<file path="src/rtl/ex_mem_reg_if.sv">
// EX->MEM pipeline bus: EX results, stall/flush control, and the multi-cycle accumulator loop back to EX.
interface ex_mem_reg_if #(
    parameter int DATA_W  = 32,
    parameter int ADDR_W  = 5,
    parameter int ALUOP_W = 8,
    parameter int CNT_W   = 2
);
    logic [5:0]          stall;
    logic                flush;

    logic                ex_wreg;
    logic [ADDR_W-1:0]   ex_waddr;
    logic [DATA_W-1:0]   ex_wdata;
    logic                ex_whilo;
    logic [DATA_W-1:0]   ex_hi;
    logic [DATA_W-1:0]   ex_lo;
    logic [ALUOP_W-1:0]  ex_aluop;
    logic [DATA_W-1:0]   ex_mem_addr;
    logic [DATA_W-1:0]   ex_reg2;
    logic [2*DATA_W-1:0] hilo_i;
    logic [CNT_W-1:0]    cnt_i;

    logic                mem_wreg;
    logic [ADDR_W-1:0]   mem_waddr;
    logic [DATA_W-1:0]   mem_wdata;
    logic                mem_whilo;
    logic [DATA_W-1:0]   mem_hi;
    logic [DATA_W-1:0]   mem_lo;
    logic [ALUOP_W-1:0]  mem_aluop;
    logic [DATA_W-1:0]   mem_mem_addr;
    logic [DATA_W-1:0]   mem_reg2;
    logic [2*DATA_W-1:0] hilo_o;
    logic [CNT_W-1:0]    cnt_o;

    // EX side drives results and control
    modport master (
        output stall, flush,
        output ex_wreg, ex_waddr, ex_wdata, ex_whilo, ex_hi, ex_lo,
        output ex_aluop, ex_mem_addr, ex_reg2, hilo_i, cnt_i,
        input  mem_wreg, mem_waddr, mem_wdata, mem_whilo, mem_hi, mem_lo,
        input  mem_aluop, mem_mem_addr, mem_reg2, hilo_o, cnt_o
    );

    // The pipeline register
    modport slave (
        input  stall, flush,
        input  ex_wreg, ex_waddr, ex_wdata, ex_whilo, ex_hi, ex_lo,
        input  ex_aluop, ex_mem_addr, ex_reg2, hilo_i, cnt_i,
        output mem_wreg, mem_waddr, mem_wdata, mem_whilo, mem_hi, mem_lo,
        output mem_aluop, mem_mem_addr, mem_reg2, hilo_o, cnt_o
    );
endinterface

</file>
<file path="src/rtl/ex_mem_reg.sv">
// EX->MEM pipeline register, 1-cycle latency, all outputs registered.
// EX stall with MEM running inserts a bubble; both stalled holds MEM; accumulator state loops back while EX stalls.
module ex_mem_reg #(
    parameter int DATA_W  = 32,
    parameter int ADDR_W  = 5,
    parameter int ALUOP_W = 8,
    parameter int CNT_W   = 2
) (
    input  logic          clk,
    input  logic          rst,
    ex_mem_reg_if.slave   bus
);
    typedef struct packed {
        logic               wreg;
        logic [ADDR_W-1:0]  waddr;
        logic [DATA_W-1:0]  wdata;
        logic               whilo;
        logic [DATA_W-1:0]  hi;
        logic [DATA_W-1:0]  lo;
        logic [ALUOP_W-1:0] aluop;
        logic [DATA_W-1:0]  mem_addr;
        logic [DATA_W-1:0]  reg2;
    } mem_t;

    mem_t                mem_q, mem_d, ex_in;
    logic [2*DATA_W-1:0] hilo_q, hilo_d;
    logic [CNT_W-1:0]    cnt_q, cnt_d;

    logic ex_stall;
    logic mem_stall;
    logic unused_stall_bits;

    assign ex_stall          = bus.stall[3];
    assign mem_stall         = bus.stall[4];
    assign unused_stall_bits = ^{bus.stall[5], bus.stall[2:0]};

    assign ex_in = '{
        wreg:     bus.ex_wreg,
        waddr:    bus.ex_waddr,
        wdata:    bus.ex_wdata,
        whilo:    bus.ex_whilo,
        hi:       bus.ex_hi,
        lo:       bus.ex_lo,
        aluop:    bus.ex_aluop,
        mem_addr: bus.ex_mem_addr,
        reg2:     bus.ex_reg2
    };

    always_comb begin
        mem_d  = mem_q;
        hilo_d = hilo_q;
        cnt_d  = cnt_q;
        if (bus.flush) begin
            mem_d  = '0;
            hilo_d = '0;
            cnt_d  = '0;
        end else if (!ex_stall) begin
            // mem_stall without ex_stall cannot happen; treating it as advance is the safe choice
            mem_d  = ex_in;
            hilo_d = '0;
            cnt_d  = '0;
        end else begin
            if (!mem_stall) begin
                mem_d = '0;
            end
            hilo_d = bus.hilo_i;
            cnt_d  = bus.cnt_i;
        end
    end

    always_ff @(posedge clk) begin
        if (rst) begin
            mem_q  <= '0;
            hilo_q <= '0;
            cnt_q  <= '0;
        end else begin
            mem_q  <= mem_d;
            hilo_q <= hilo_d;
            cnt_q  <= cnt_d;
        end
    end

    assign bus.mem_wreg     = mem_q.wreg;
    assign bus.mem_waddr    = mem_q.waddr;
    assign bus.mem_wdata    = mem_q.wdata;
    assign bus.mem_whilo    = mem_q.whilo;
    assign bus.mem_hi       = mem_q.hi;
    assign bus.mem_lo       = mem_q.lo;
    assign bus.mem_aluop    = mem_q.aluop;
    assign bus.mem_mem_addr = mem_q.mem_addr;
    assign bus.mem_reg2     = mem_q.reg2;
    assign bus.hilo_o       = hilo_q;
    assign bus.cnt_o        = cnt_q;
endmodule

</file>
<file path="src/flat_wrapper.sv">
// flat-port wrapper written by rule: the top's interface ports become plain ports
module ex_mem_reg_flat 
#(
    parameter int DATA_W  = 32,
    parameter int ADDR_W  = 5,
    parameter int ALUOP_W = 8,
    parameter int CNT_W   = 2
)
  (clk, rst, bus_stall, bus_flush, bus_ex_wreg, bus_ex_waddr, bus_ex_wdata, bus_ex_whilo, bus_ex_hi, bus_ex_lo, bus_ex_aluop, bus_ex_mem_addr, bus_ex_reg2, bus_hilo_i, bus_cnt_i, bus_mem_wreg, bus_mem_waddr, bus_mem_wdata, bus_mem_whilo, bus_mem_hi, bus_mem_lo, bus_mem_aluop, bus_mem_mem_addr, bus_mem_reg2, bus_hilo_o, bus_cnt_o);
  ex_mem_reg_if #(.DATA_W(DATA_W), .ADDR_W(ADDR_W), .ALUOP_W(ALUOP_W), .CNT_W(CNT_W)) bus_i ();
  input  logic clk;
  input  logic rst;
  input wire logic [$bits(bus_i.stall)-1:0] bus_stall;
  input wire logic [$bits(bus_i.flush)-1:0] bus_flush;
  input wire logic [$bits(bus_i.ex_wreg)-1:0] bus_ex_wreg;
  input wire logic [$bits(bus_i.ex_waddr)-1:0] bus_ex_waddr;
  input wire logic [$bits(bus_i.ex_wdata)-1:0] bus_ex_wdata;
  input wire logic [$bits(bus_i.ex_whilo)-1:0] bus_ex_whilo;
  input wire logic [$bits(bus_i.ex_hi)-1:0] bus_ex_hi;
  input wire logic [$bits(bus_i.ex_lo)-1:0] bus_ex_lo;
  input wire logic [$bits(bus_i.ex_aluop)-1:0] bus_ex_aluop;
  input wire logic [$bits(bus_i.ex_mem_addr)-1:0] bus_ex_mem_addr;
  input wire logic [$bits(bus_i.ex_reg2)-1:0] bus_ex_reg2;
  input wire logic [$bits(bus_i.hilo_i)-1:0] bus_hilo_i;
  input wire logic [$bits(bus_i.cnt_i)-1:0] bus_cnt_i;
  output wire logic [$bits(bus_i.mem_wreg)-1:0] bus_mem_wreg;
  output wire logic [$bits(bus_i.mem_waddr)-1:0] bus_mem_waddr;
  output wire logic [$bits(bus_i.mem_wdata)-1:0] bus_mem_wdata;
  output wire logic [$bits(bus_i.mem_whilo)-1:0] bus_mem_whilo;
  output wire logic [$bits(bus_i.mem_hi)-1:0] bus_mem_hi;
  output wire logic [$bits(bus_i.mem_lo)-1:0] bus_mem_lo;
  output wire logic [$bits(bus_i.mem_aluop)-1:0] bus_mem_aluop;
  output wire logic [$bits(bus_i.mem_mem_addr)-1:0] bus_mem_mem_addr;
  output wire logic [$bits(bus_i.mem_reg2)-1:0] bus_mem_reg2;
  output wire logic [$bits(bus_i.hilo_o)-1:0] bus_hilo_o;
  output wire logic [$bits(bus_i.cnt_o)-1:0] bus_cnt_o;
  assign bus_i.stall = bus_stall;
  assign bus_i.flush = bus_flush;
  assign bus_i.ex_wreg = bus_ex_wreg;
  assign bus_i.ex_waddr = bus_ex_waddr;
  assign bus_i.ex_wdata = bus_ex_wdata;
  assign bus_i.ex_whilo = bus_ex_whilo;
  assign bus_i.ex_hi = bus_ex_hi;
  assign bus_i.ex_lo = bus_ex_lo;
  assign bus_i.ex_aluop = bus_ex_aluop;
  assign bus_i.ex_mem_addr = bus_ex_mem_addr;
  assign bus_i.ex_reg2 = bus_ex_reg2;
  assign bus_i.hilo_i = bus_hilo_i;
  assign bus_i.cnt_i = bus_cnt_i;
  assign bus_mem_wreg = bus_i.mem_wreg;
  assign bus_mem_waddr = bus_i.mem_waddr;
  assign bus_mem_wdata = bus_i.mem_wdata;
  assign bus_mem_whilo = bus_i.mem_whilo;
  assign bus_mem_hi = bus_i.mem_hi;
  assign bus_mem_lo = bus_i.mem_lo;
  assign bus_mem_aluop = bus_i.mem_aluop;
  assign bus_mem_mem_addr = bus_i.mem_mem_addr;
  assign bus_mem_reg2 = bus_i.mem_reg2;
  assign bus_hilo_o = bus_i.hilo_o;
  assign bus_cnt_o = bus_i.cnt_o;
  ex_mem_reg #(.DATA_W(DATA_W), .ADDR_W(ADDR_W), .ALUOP_W(ALUOP_W), .CNT_W(CNT_W)) u_core (.clk(clk), .rst(rst), .bus(bus_i));
endmodule
</file>
<file path="config.mk">
export PLATFORM = sky130hd
export DESIGN_NAME = ex_mem_reg_flat
export DESIGN_NICKNAME = d
export VERILOG_FILES = /design/src/rtl/ex_mem_reg_if.sv /design/src/rtl/ex_mem_reg.sv /design/src/flat_wrapper.sv
export SDC_FILE = /design/constraint.sdc
export NUM_CORES = 1
export LEC_CHECK = 0
export ABC_AREA = 1
export ABC_CLOCK_PERIOD_IN_PS = 2350
export CAP_MARGIN = 20
export CORE_AREA = 2 2 190 192
export CTS_CLUSTER_DIAMETER = 40
export CTS_CLUSTER_SIZE = 16
export DETAILED_ROUTE_END_ITERATION = 6
export DIE_AREA = 0 0 192 194
export PLACE_DENSITY = 0.51
export SLEW_MARGIN = 20
export SYNTH_ARGS = -nofsm -noshare
export SYNTH_HDL_FRONTEND = slang
export SYNTH_SLANG_ARGS = --single-unit
</file>
<file path="constraint.sdc">
create_clock -name clk -period 2.35 [get_ports clk]
set_input_delay 0.235 -clock clk [delete_from_list [all_inputs] [get_ports clk]]
set_output_delay 0.235 -clock clk [all_outputs]
set_load 0.01 [all_outputs]
</file>
==> reports/metrics.cfg <==
[worst_setup_path]
endpoint_kind=output port
critPathMaxStageDelay_ns=0.64
startpoint_type=flop
cp_slowest_cell=clkdlybuf4s50_1
critPathMaxFanout=2
reg2regPathDepth=2
crit_family=buffers and inverters
path_buf_inv=1
crit_arrival_ns=1.48
required_ns=2.12
crit_chain=clkdlybuf4s50_1
critical_path_class=flop to output port
cp.depth=1

[route]
drt_first_pass_iters=4
wl_per_cell_microns=16.3
drt.antenna.violating_nets=0
num_vias=8373
drc=0
drt-total-wl_microns=31600
drt-initial-drc-count=347
via_per_inst=4.31

[placed_design]
port_buffers=486
dp.final_hpwl_microns=21900
gp_congestion=0.753
post_dp_cell_area_sq_mm=0.0135
dp_cells=1867

[clock_tree]
insertion_delay_ns=0.50
clock-sinks=241
post_cts_resized=0
root_buffer=clkbuf_16
post_cts_buffers=0
cts-hold-fix-buffers=0
clock_path_buffers=3
numCtsBuffers=41
cts_tree=yes
clk_pin_slew_worst_paths_ns=0.05
cts_max_level=2

[die]
die_y_microns=194
start_util_pct=23.7
num_rows=69
die_w_microns=192
core_sq_mm=0.0352
dieArea_sq_mm=0.0372
io_pins=491

[global_routing]
grt_use_total_pct=16.1
grt_first_pass_wirelength_microns=46900
grt_pass1_vias=8054
grt_start_max_net_pins=102
antenna_found_initial=0
grt_remaining_overflow=0

[timing]
rsz0062_at_grt=false
worst_pin_slew_ns=0.558
max_freq_ghz=0.582
slew_headroom_pct=62.8
hold_violations=0
drv_slew=0
fin_hold_ws_ns=0.214
tns_ns=0
fin_skew_ns=0
finalSetupViolations=0
fin_crit_ns=1.72
period_share_pct=73.2

[status]
outcome=complete, no violations

[final_layout]
syn2layout_area_growth_pct=78.6
fin_area_sq_mm=0.0149
layout-drive-gt1-share_pct=7.84
final_util_pct=42.3
stdcell_count=1941
antenna_cells=0
final_common_cell=clkdlybuf4s50_1
final_nets=1699
mostFrequentLayoutCells=clkdlybuf4s50_1 (484), dfxtp_1 (241), nand3_1 (175)

[worst_hold_path]
holdCritPathClass=primary input to flop
hold_depth=3

[synth]
yosysSeqAreaShare_pct=57.8
synth_fp_nets=1236
synth_area_per_cell_sq_um=8.46
syn_inst=986
synth-seq-cells=241
yosysWarningCount=0
syn_area_sq_mm=0.00834
ys_types=17

[flow_run]
maxCapViolations=0

[pwr]
powerDensity_mw_per_mm2=766
p_leak_nw=5.71
peakVddDrop_mv=0.449

-- where the power goes --
group / leakage (nW) / internal, mW / total (mW) / switching (mW)
logic: 3.07 / 0.662 / 1.16 / 0.498
clock network: 0.686 / 3.87 / 6.00 / 2.13
registers: 1.96 / 4.21 / 4.26 / 0.0518
total: 5.71 / 8.74 / 11.4 / 2.68
-- per-layer routing --
layer  vias to the layer above  GRT usage [%]  part of all wire (%)
met5                         -              0                     0
met4                         0           5.17                   2.4
met3                        59           6.71                    11
met2                       367           26.9                    48
met1                      3813           18.4                    39
li1                       4134              -                     -
-- per-stage QoR --
stage / setup slack (ns) / power (mW)
6_report: 0.630 / 11.4
5_1_grt: 0.583 / 11.9
4_1_cts: 0.584 / 11.6
3_5_place_dp: 0.650 / 5.52
3_3_place_gp: 0.687 / 5.52
2_1_floorplan: 1.40 / 4.76
-- cell type report --
| cell class | instances | area [sq um] |
|---|---|---|
| fill | 3536 | 20300 |
| timing repair buffer | 504 | 5110 |
| sequential | 241 | 4820 |
| multi-input combinational | 593 | 2730 |
| clock buffer | 46 | 1070 |
| tap | 461 | 577 |
| clock inverter | 28 | 312 |
| inverter | 68 | 265 |
-- worst paths after layout --
| path | from | to | slack, ns |
|---|---|---|---|
| setup / recovery | u_core.bus.mem_wdata[0] | bus_mem_wdata[0] | 0.63 |
| setup reg to reg | u_core.bus.mem_aluop[3] | u_core.bus.mem_aluop[3] | 1.68 |
| hold / removal | bus_stall[4] | u_core.bus.mem_mem_addr[17] | 0.21 |
| hold reg to reg | u_core.bus.mem_lo[5] | u_core.bus.mem_lo[5] | 0.46 |
-- synthesized netlist by cell type (all sizes together) --
library cell	instances	area, sq um
dfxtp	241	4820
nand2	176	686
a21oi	175	913
nand3	175	876
buf	79	508
inv	67	251
nor2	67	254
clkbuf	5	18.8
clkinv	1	8.76
-- tightest hold or removal path, cell delays in order --
cell and delay (ns):
buf_6 0.23, nand3_1 0.15, a21oi_1 0.05
-- state kept, by name, indices dropped and copies added (netlist names) --
name	cells
u_core.bus.mem_lo	32
u_core.bus.mem_reg2	32
u_core.bus.mem_mem_addr	32
u_core.bus.mem_hi	32
u_core.bus.mem_wdata	32
u_core.bus.mem_aluop	8
u_core.bus.mem_waddr	5
u_core.bus.cnt_o	2
u_core.bus.mem_wreg	1
u_core.bus.hilo_o	64
u_core.bus.mem_whilo	1
-- cells by family after synthesis --
kind of cell	after synthesis	share of synthesized area, %
AO/OA/AOI/OAI	175	11.0
buffers and inverters	152	9.44
flip-flops	241	57.8
AND/OR/NAND/NOR	418	21.8
Note: power is estimated with default switching activity, not from simulation.
